[src/rtl/fetch_pkg.sv]
// Shared fetch-path constants: buffer geometry and half-load enable encodings.
package fetch_pkg;

  localparam int unsigned FB_HALF_BYTES = 16;
  localparam int unsigned FB_BYTES      = 32;
  localparam int unsigned FB_PTR_W      = 5;
  localparam int unsigned FB_HALF_W     = FB_HALF_BYTES * 8;
  localparam int unsigned FB_BUF_W      = FB_BYTES * 8;

  localparam logic [1:0] FB_LD_LO = 2'b01;
  localparam logic [1:0] FB_LD_HI = 2'b10;

endpackage

[src/rtl/fetch_rot32.sv]
// Combinational rotator: selects 16 consecutive bytes of a 32-byte ring starting at ptr.
module fetch_rot32
  import fetch_pkg::*;
(
  input  logic [FB_BUF_W-1:0]  data,
  input  logic [FB_PTR_W-1:0]  ptr,
  output logic [FB_HALF_W-1:0] win
);

  logic [FB_PTR_W-1:0] idx;

  always_comb begin
    win = '0;
    idx = '0;
    for (int i = 0; i < int'(FB_HALF_BYTES); i++) begin
      idx = FB_PTR_W'(ptr + FB_PTR_W'(i));
      win[i*8 +: 8] = data[{idx, 3'b000} +: 8];
    end
  end

endmodule

[src/rtl/fetch_buf.sv]
// Two-half 32-byte instruction fetch buffer with a wrap-around 16-byte decode window.
// Optional stall counter enabled by defining FETCH_BUF_STAT_EN.
module fetch_buf
  import fetch_pkg::*;
(
  input  logic                 clk,
  input  logic                 rst_n,
  input  logic [1:0]           f_ld_buf,
  input  logic [FB_HALF_W-1:0] ic_data,
  input  logic                 ld_eip,
  input  logic [FB_PTR_W-1:0]  eip_lo,
  input  logic                 de_adv,
  input  logic [3:0]           instr_len,
  output logic [FB_HALF_W-1:0] de_bytes,
  output logic                 de_p,
  output logic                 r_V_de,
  output logic [1:0]           buf_v
`ifdef FETCH_BUF_STAT_EN
  ,
  output logic [15:0]          stall_cnt
`endif
);

  logic [FB_BUF_W-1:0] buf_q;
  logic [FB_PTR_W-1:0] ptr_q, ptr_d, ptr_sum;
  logic [1:0]          v_q, v_d;
  logic                adv;

  // A window that starts mid-half spills into the other half and needs it valid too.
  assign r_V_de = v_q[ptr_q[FB_PTR_W-1]] &&
                  ((ptr_q[FB_PTR_W-2:0] == '0) || v_q[~ptr_q[FB_PTR_W-1]]);
  assign de_p   = ptr_q[FB_PTR_W-1];
  assign buf_v  = v_q;

  assign adv     = de_adv && r_V_de && (instr_len != 4'd0);
  assign ptr_sum = FB_PTR_W'(ptr_q + FB_PTR_W'(instr_len));

  // Per-half priority: load sets valid over redirect/advance clear over hold.
  always_comb begin
    ptr_d = ptr_q;
    v_d   = v_q;
    if (ld_eip) begin
      ptr_d = eip_lo;
      v_d   = 2'b00;
    end else if (adv) begin
      ptr_d = ptr_sum;
      if (ptr_sum[FB_PTR_W-1] != ptr_q[FB_PTR_W-1]) begin
        v_d[ptr_q[FB_PTR_W-1]] = 1'b0;
      end
    end
    v_d = v_d | f_ld_buf;
  end

  always_ff @(posedge clk or negedge rst_n) begin
    if (!rst_n) begin
      buf_q <= '0;
      ptr_q <= '0;
      v_q   <= 2'b00;
    end else begin
      ptr_q <= ptr_d;
      v_q   <= v_d;
      if ((f_ld_buf & FB_LD_LO) != 2'b00) buf_q[FB_HALF_W-1:0]        <= ic_data;
      if ((f_ld_buf & FB_LD_HI) != 2'b00) buf_q[FB_BUF_W-1:FB_HALF_W] <= ic_data;
    end
  end

  fetch_rot32 u_rot (
    .data (buf_q),
    .ptr  (ptr_q),
    .win  (de_bytes)
  );

`ifdef FETCH_BUF_STAT_EN
  // Saturating count of cycles decode starves outside a redirect.
  always_ff @(posedge clk or negedge rst_n) begin
    if (!rst_n) begin
      stall_cnt <= 16'd0;
    end else if (!r_V_de && !ld_eip && (stall_cnt != 16'hFFFF)) begin
      stall_cnt <= stall_cnt + 16'd1;
    end
  end
`endif

endmodule

[config.mk]
export PLATFORM = sky130hd
export DESIGN_NAME = fetch_buf
export DESIGN_NICKNAME = d
export VERILOG_FILES = /design/src/rtl/fetch_pkg.sv /design/src/rtl/fetch_rot32.sv /design/src/rtl/fetch_buf.sv
export SDC_FILE = /design/constraint.sdc
export NUM_CORES = 1
export LEC_CHECK = 0
export BUFFER_PORTS_ARGS = -buffer_cell sky130_fd_sc_hd__buf_2
export CAP_MARGIN = 20
export CORE_MARGIN = 3
export CORE_UTILIZATION = 56
export CTS_BUF_LIST = sky130_fd_sc_hd__clkbuf_8
export DETAILED_ROUTE_END_ITERATION = 10
export PLACE_DENSITY = 0.82
export SYNTH_ARGS = -nofsm -noshare
export SYNTH_HDL_FRONTEND = slang
export SYNTH_SLANG_ARGS = --single-unit
[constraint.sdc]
create_clock -name clk -period 6.7 [get_ports clk]
set_input_delay 0.335 -clock clk [delete_from_list [all_inputs] [get_ports clk]]
set_output_delay 0.335 -clock clk [all_outputs]
set_load 0.02 [all_outputs]
; Word-level counts from Yosys, hierarchy flattened
; Cells that the tools add are included.
[word_totals]
register_bits = 263
inputBits = 143
[classes]
addsub = 16
order_cmp = 3
eq_ne = 1
shift = 16
muxes = 11
bitwise = 4
reduce_logical = 8
[ops]
columns = cell, count
row1 = 256-bit by 9-bit variable part select with 8-bit output, 16
row2 = "5-bit by 4-bit adder with 5-bit output, second input constant", 8
row3 = "5-bit by 3-bit adder with 5-bit output, second input constant", 4
row4 = "5-bit by 2-bit adder with 5-bit output, second input constant", 2
row5 = 5-bit 2-to-1 mux, 2
row6 = 2-bit 2-to-1 mux, 3
row7 = "5-bit by 1-bit adder with 5-bit output, second input constant", 1
row8 = 5-bit by 4-bit adder with 5-bit output, 1
row9 = 1-bit 2-to-1 mux, 5
row10 = 1-bit logical AND, 4
row11 = 4-bit zero test, 1
row12 = "1-bit by 2-bit less-than comparator with 1-bit output, second input constant", 2
row13 = 4-bit nonzero test, 1
row14 = 2-bit bitwise AND, 1
row15 = 2-bit NOT, 1
row16 = 2-bit bitwise OR, 1
row17 = 2-bit nonzero test, 1
row18 = 1-bit demux with 1-bit select, 1
row19 = "1-bit >= comparator, second input constant", 1
row20 = 1-bit logical OR, 1
row21 = 1-bit != test, 1
row22 = 1-bit NOT, 1

; Depth between registers and ports, before layout
[depth]
ltp_word = 10
ltp_mapped = 15

; Modules after synthesis
; A second synthesis with hierarchy kept.
[hier_totals]
hier_cells = 2465
area_unflattened_um2 = 25929.9
[by_module_without_submodules]
columns = module, instances, cells_per_inst, area_per_inst_um2, seq_area_each_um2
row1 = fetch_rot32, 1, 1857, 15885.2, 0.0
row2 = fetch_buf, 1, 608, 10044.6, 6581.3

; Least setup slack after synthesis
; No wires, ideal clock.
[synth_timing]
path_type = reg2out
startpoint = reg ptr_q[2]
endpoint = out de_bytes[57]
t_arrival_ps = 3576
t_required_ps = 6365
path_slack_ps = 2789
stages_incl_launch_ff = 13
n_path_buf = 6
path_cell_list = dfrtp_1 -> buf_4 -> inv_1 -> clkbuf_1 -> clkbuf_1 -> buf_1 -> ha_1 -> a21boi_1 -> xnor2_1 -> buf_4 -> clkbuf_1 -> nor3_1 -> nor4_1
[synth_between]
elab_chain_len = 2
[synth_lines]
columns = item, line
row1 = "start, declared", fetch_buf.sv:25  ; logic [FB_PTR_W-1:0] ptr_q, ptr_d, ptr_sum;
row2 = "start signal, assigned", fetch_buf.sv:60  ; ptr_q <= ptr_d;
row3 = 5-bit by 3-bit adder with 5-bit output, fetch_rot32.sv:16  ; idx = FB_PTR_W'(ptr + FB_PTR_W'(i));
row4 = 256-bit by 9-bit variable part select with 8-bit output, fetch_rot32.sv:17  ; win[i*8 +: 8] = data[{idx, 3'b000} +: 8];
row5 = "end, declared", fetch_buf.sv:14  ; output logic [FB_HALF_W-1:0] de_bytes,
; No other way between the ends.

; Final worst setup path
[layout_timing]
startpoint = reg ptr_q[1]
endpoint = out de_bytes[120]
[layout_between]
elab_chain_len = 2
[layout_lines]
columns = item, line
row1 = 5-bit by 4-bit adder with 5-bit output, fetch_rot32.sv:16
row2 = 256-bit by 9-bit variable part select with 8-bit output, fetch_rot32.sv:17
; No other way between the ends.

==> flow_summary.yaml <==
outcome:
  status: "finished, final reports clean"
synth:
  syn_inst: 2018
  synth-xor-area-share_pct: 1.76
  synthArstFlopShare_pct: 100
  synth_top_family_by_area: "multiplexers"
  synth_compound_area_share_pct: 6.48
  synth.yosys.seq_area_share_pct: 29.5
  yosysWarnings: 0
  synthSimpleGateAreaFrac_pct: 11.4
  syn-num-nets: 2179
  synthAdderAreaFrac_pct: 1.04
  synthDistinctLibCells: 39
  synth_area_mm2: 0.0223
  syn_area_per_cell_um2: 11.1
  yosys_most_used_dff: "dfrtp_1"
  synth_edf_count: 0
  synthMuxAreaShare_pct: 46.4
  ys_seq_elements: 263
cts:
  cts_sinks: 263
  cts_setup_buffers: 0
  clock_path_buffers: 3
  clk_latency_ns: 0.61
  root_buffer: "clkbuf_8"
  cts_tree: "built"
  cts_buffers: 46
  cts-htree-levels: 2
  clk_pin_slew_worst_paths_ns: 0.06
global_route:
  grt_max_degree: 181
  grt_antenna_before_repair: 4
  grt_pass1_wl_mm: 135
  grtUsageTotal_pct: 43.8
  grt-ovfl-total: 0
  grt_pass1_vias: 19900
floorplanning:
  std_cell_rows: 72
  core_area_mm2: 0.0390
  die_w_um: 206
  dieArea_mm2: 0.0423
  io_pins: 275
  die_h_um: 206
  start_util_pct: 57.3
drt:
  via_count: 20900
  ant_nets: 0
  wire_per_inst_um: 31.9
  first_iter_violations: 3086
  dr.pass1.iters: 7
  avgViaCountPerCell: 7.21
  drc: 0
  routed_wl_mm: 92.4
layout:
  drive_gt1_share_pct: 43.2
  nFillCells: 2820
  area_growth_pct: 17.5
  instances_no_fill: 2898
  num-nets-final: 2506
placement:
  dpl.cell_count: 2678
  hpwlAfterDp_mm: 68.4
  port-buffer-count: 274
  gp_congestion: 1.09
critical_path:
  worst-setup-path-type: "flop to output port"
  cp-start-kind: "flop"
  arrival_ns: 4.98
  crit_path_end_kind: "output port"
  cp.required_ns: 6.36
  cp_max_fo: 55
sta:
  worst_slew_pin_slew_ns: 1.19
  finalHoldViolations: 0
  fin_crit_ns: 5.31
  tns_ns: 0
  slew_headroom_pct: 20.6
  fmax_ghz: 0.188
  fin_skew_ns: 0.00129
  fin_crit_sh_pct: 79.3
  final_max_slew_viol_count: 0
  finalSetupViolations: 0
  rsz0062_at_grt: "false"
job:
  cap_violations: 0
hold_path:
  holdCritPathClass: "primary input to flop"
power:
  p_leak_uw: 0.0108
  p_per_area_mw_per_mm2: 364
  ir_worst_vdd_uv: 288
==> per-stage QoR <==
step	setup WS (ns)	utilization [%]	hold slack, ns	instance area (um^2)	power (uW)
final	1.39	67.3	0.0281	26300	9560
after global routing	1.20	67.3	0.0521	26300	9860
after CTS	1.40	67.2	0.00107	26200	9320
after detailed placement	2.04	61.4	0.369	23900	7710
after global placement	2.21	61.4	0.355	23900	7640
after floorplan	2.79	-	0.0394	22300	5680
==> cells in the final DEF (no fill, tap or decap), drive strengths merged, types with 2 or more instances in the layout <==
master,instances
nand2,453
mux2,374
buf,298
mux4,267
dfrtp,263
o22ai,185
dlygate4sd3,134
nor2,112
clkbuf,57
nor3,50
xnor2,27
inv,21
xor2,17
ha,17
mux2i,15
o211ai,12
nor4,11
a21oi,10
o21ai,9
clkinv,8
or2,6
nand2b,5
diode,4
nor2b,4
a221oi,3
clkinvlp,3
a21boi,3
a22oi,2
nand3,2
a31o,2
==> worst paths after layout <==
check                                 to  slack (ns)  startpoint  cells after the start
min reg2reg                    buf_q[11]        0.57   buf_q[11]                      1
max in group asynchronous     buf_q[124]        4.87       rst_n                      3
min in group asynchronous     buf_q[158]        0.29       rst_n                      2
max                        de_bytes[120]        1.39    ptr_q[1]                      7
min                             ptr_q[4]        0.03      ld_eip                      2
max reg2reg                     buf_v[1]        3.57    ptr_q[1]                      7
==> power breakdown <==
part / total (uW) / switching [uW] / internal, uW
registers: 2060 / 310 / 1750
clock network: 1550 / 741 / 810
logic: 5950 / 3720 / 2230
total: 9560 / 4770 / 4790
==> area by class of cell <==
type | count | area, um^2 | share of cell area, %
Clock buffer | 57 | 785 | 2.99
Sequential cell | 263 | 6590 | 25.1
Timing Repair Buffer | 432 | 2960 | 11.3
Clock inverter | 22 | 151 | 0.576
Inverter | 11 | 41.3 | 0.157
Antenna cell | 4 | 10.0 | 0.0381
Tap cell | 518 | 648 | 2.47
Multi-Input combinational cell | 1591 | 15100 | 57.4
==> what timing repair did <==
action	4_1_cts	5_1_grt
gates resized for setup	0	0
hold endpoints to repair	341	1
hold buffers	133	1
endpoints found under the setup margin	0	0
==> Yosys cell counts (2+ instances only) <==
cell / number / area, um^2
a21boi_0: 2 / 15.0
a21oi_1: 10 / 50.1
a221oi_1: 3 / 26.3
a22oi_1: 2 / 15.0
a31o_2: 2 / 17.5
buf_1: 13 / 48.8
buf_2: 51 / 255
buf_4: 16 / 120
buf_6: 3 / 33.8
clkbuf_1: 70 / 263
dfrtp_1: 263 / 6580
ha_1: 17 / 213
inv_1: 10 / 37.5
mux2_2: 373 / 4200
mux2i_1: 15 / 150
mux4_2: 266 / 5990
nand2_1: 453 / 1700
nand2b_1: 5 / 31.3
nand3_1: 2 / 10.0
nor2_1: 112 / 420
nor2b_1: 4 / 25.0
nor3_1: 50 / 250
nor4_1: 11 / 68.8
o211ai_1: 12 / 90.1
o21ai_0: 9 / 45.0
o22ai_1: 185 / 1160
or2_2: 6 / 37.5
xnor2_1: 27 / 236
xor2_1: 16 / 140
==> cell families (layout without fill, tap and decap cells) <==
kind of cell / Yosys count / count (layout)
AO/OA/AOI/OAI: 229 / 229
XOR/XNOR: 44 / 44
adder cells (fa/ha/maj): 18 / 18
buffers and inverters: 164 / 522
flip-flops: 263 / 263
multiplexers: 656 / 656
other: 0 / 4
AND/OR/NAND/NOR: 644 / 644
==> flip-flops by register name, summed over array words and instances (netlist names) <==
name and cells:
buf_q 256, ptr_q 5, buf_v 2
==> critical path, stage by stage, from the launching register on <==
cell	delay (ns)
dfrtp_4	0.99
inv_1	0.36
ha_4	0.94
buf_4	0.37
mux4_2	0.64
mux2_2	0.31
mux4_2	0.49
buf_2	0.18
==> metal layers <==
layer  vias to the layer above  wire length (um)  track usage (%)
li1                       8359                 -                -
met1                     10400             31700             56.9
met2                      1759             40800             65.3
met5                         -                24                0
met4                         4              6130             22.3
met3                       355             13700             15.6
No activity file was read; power rests on OpenSTA's default activity.
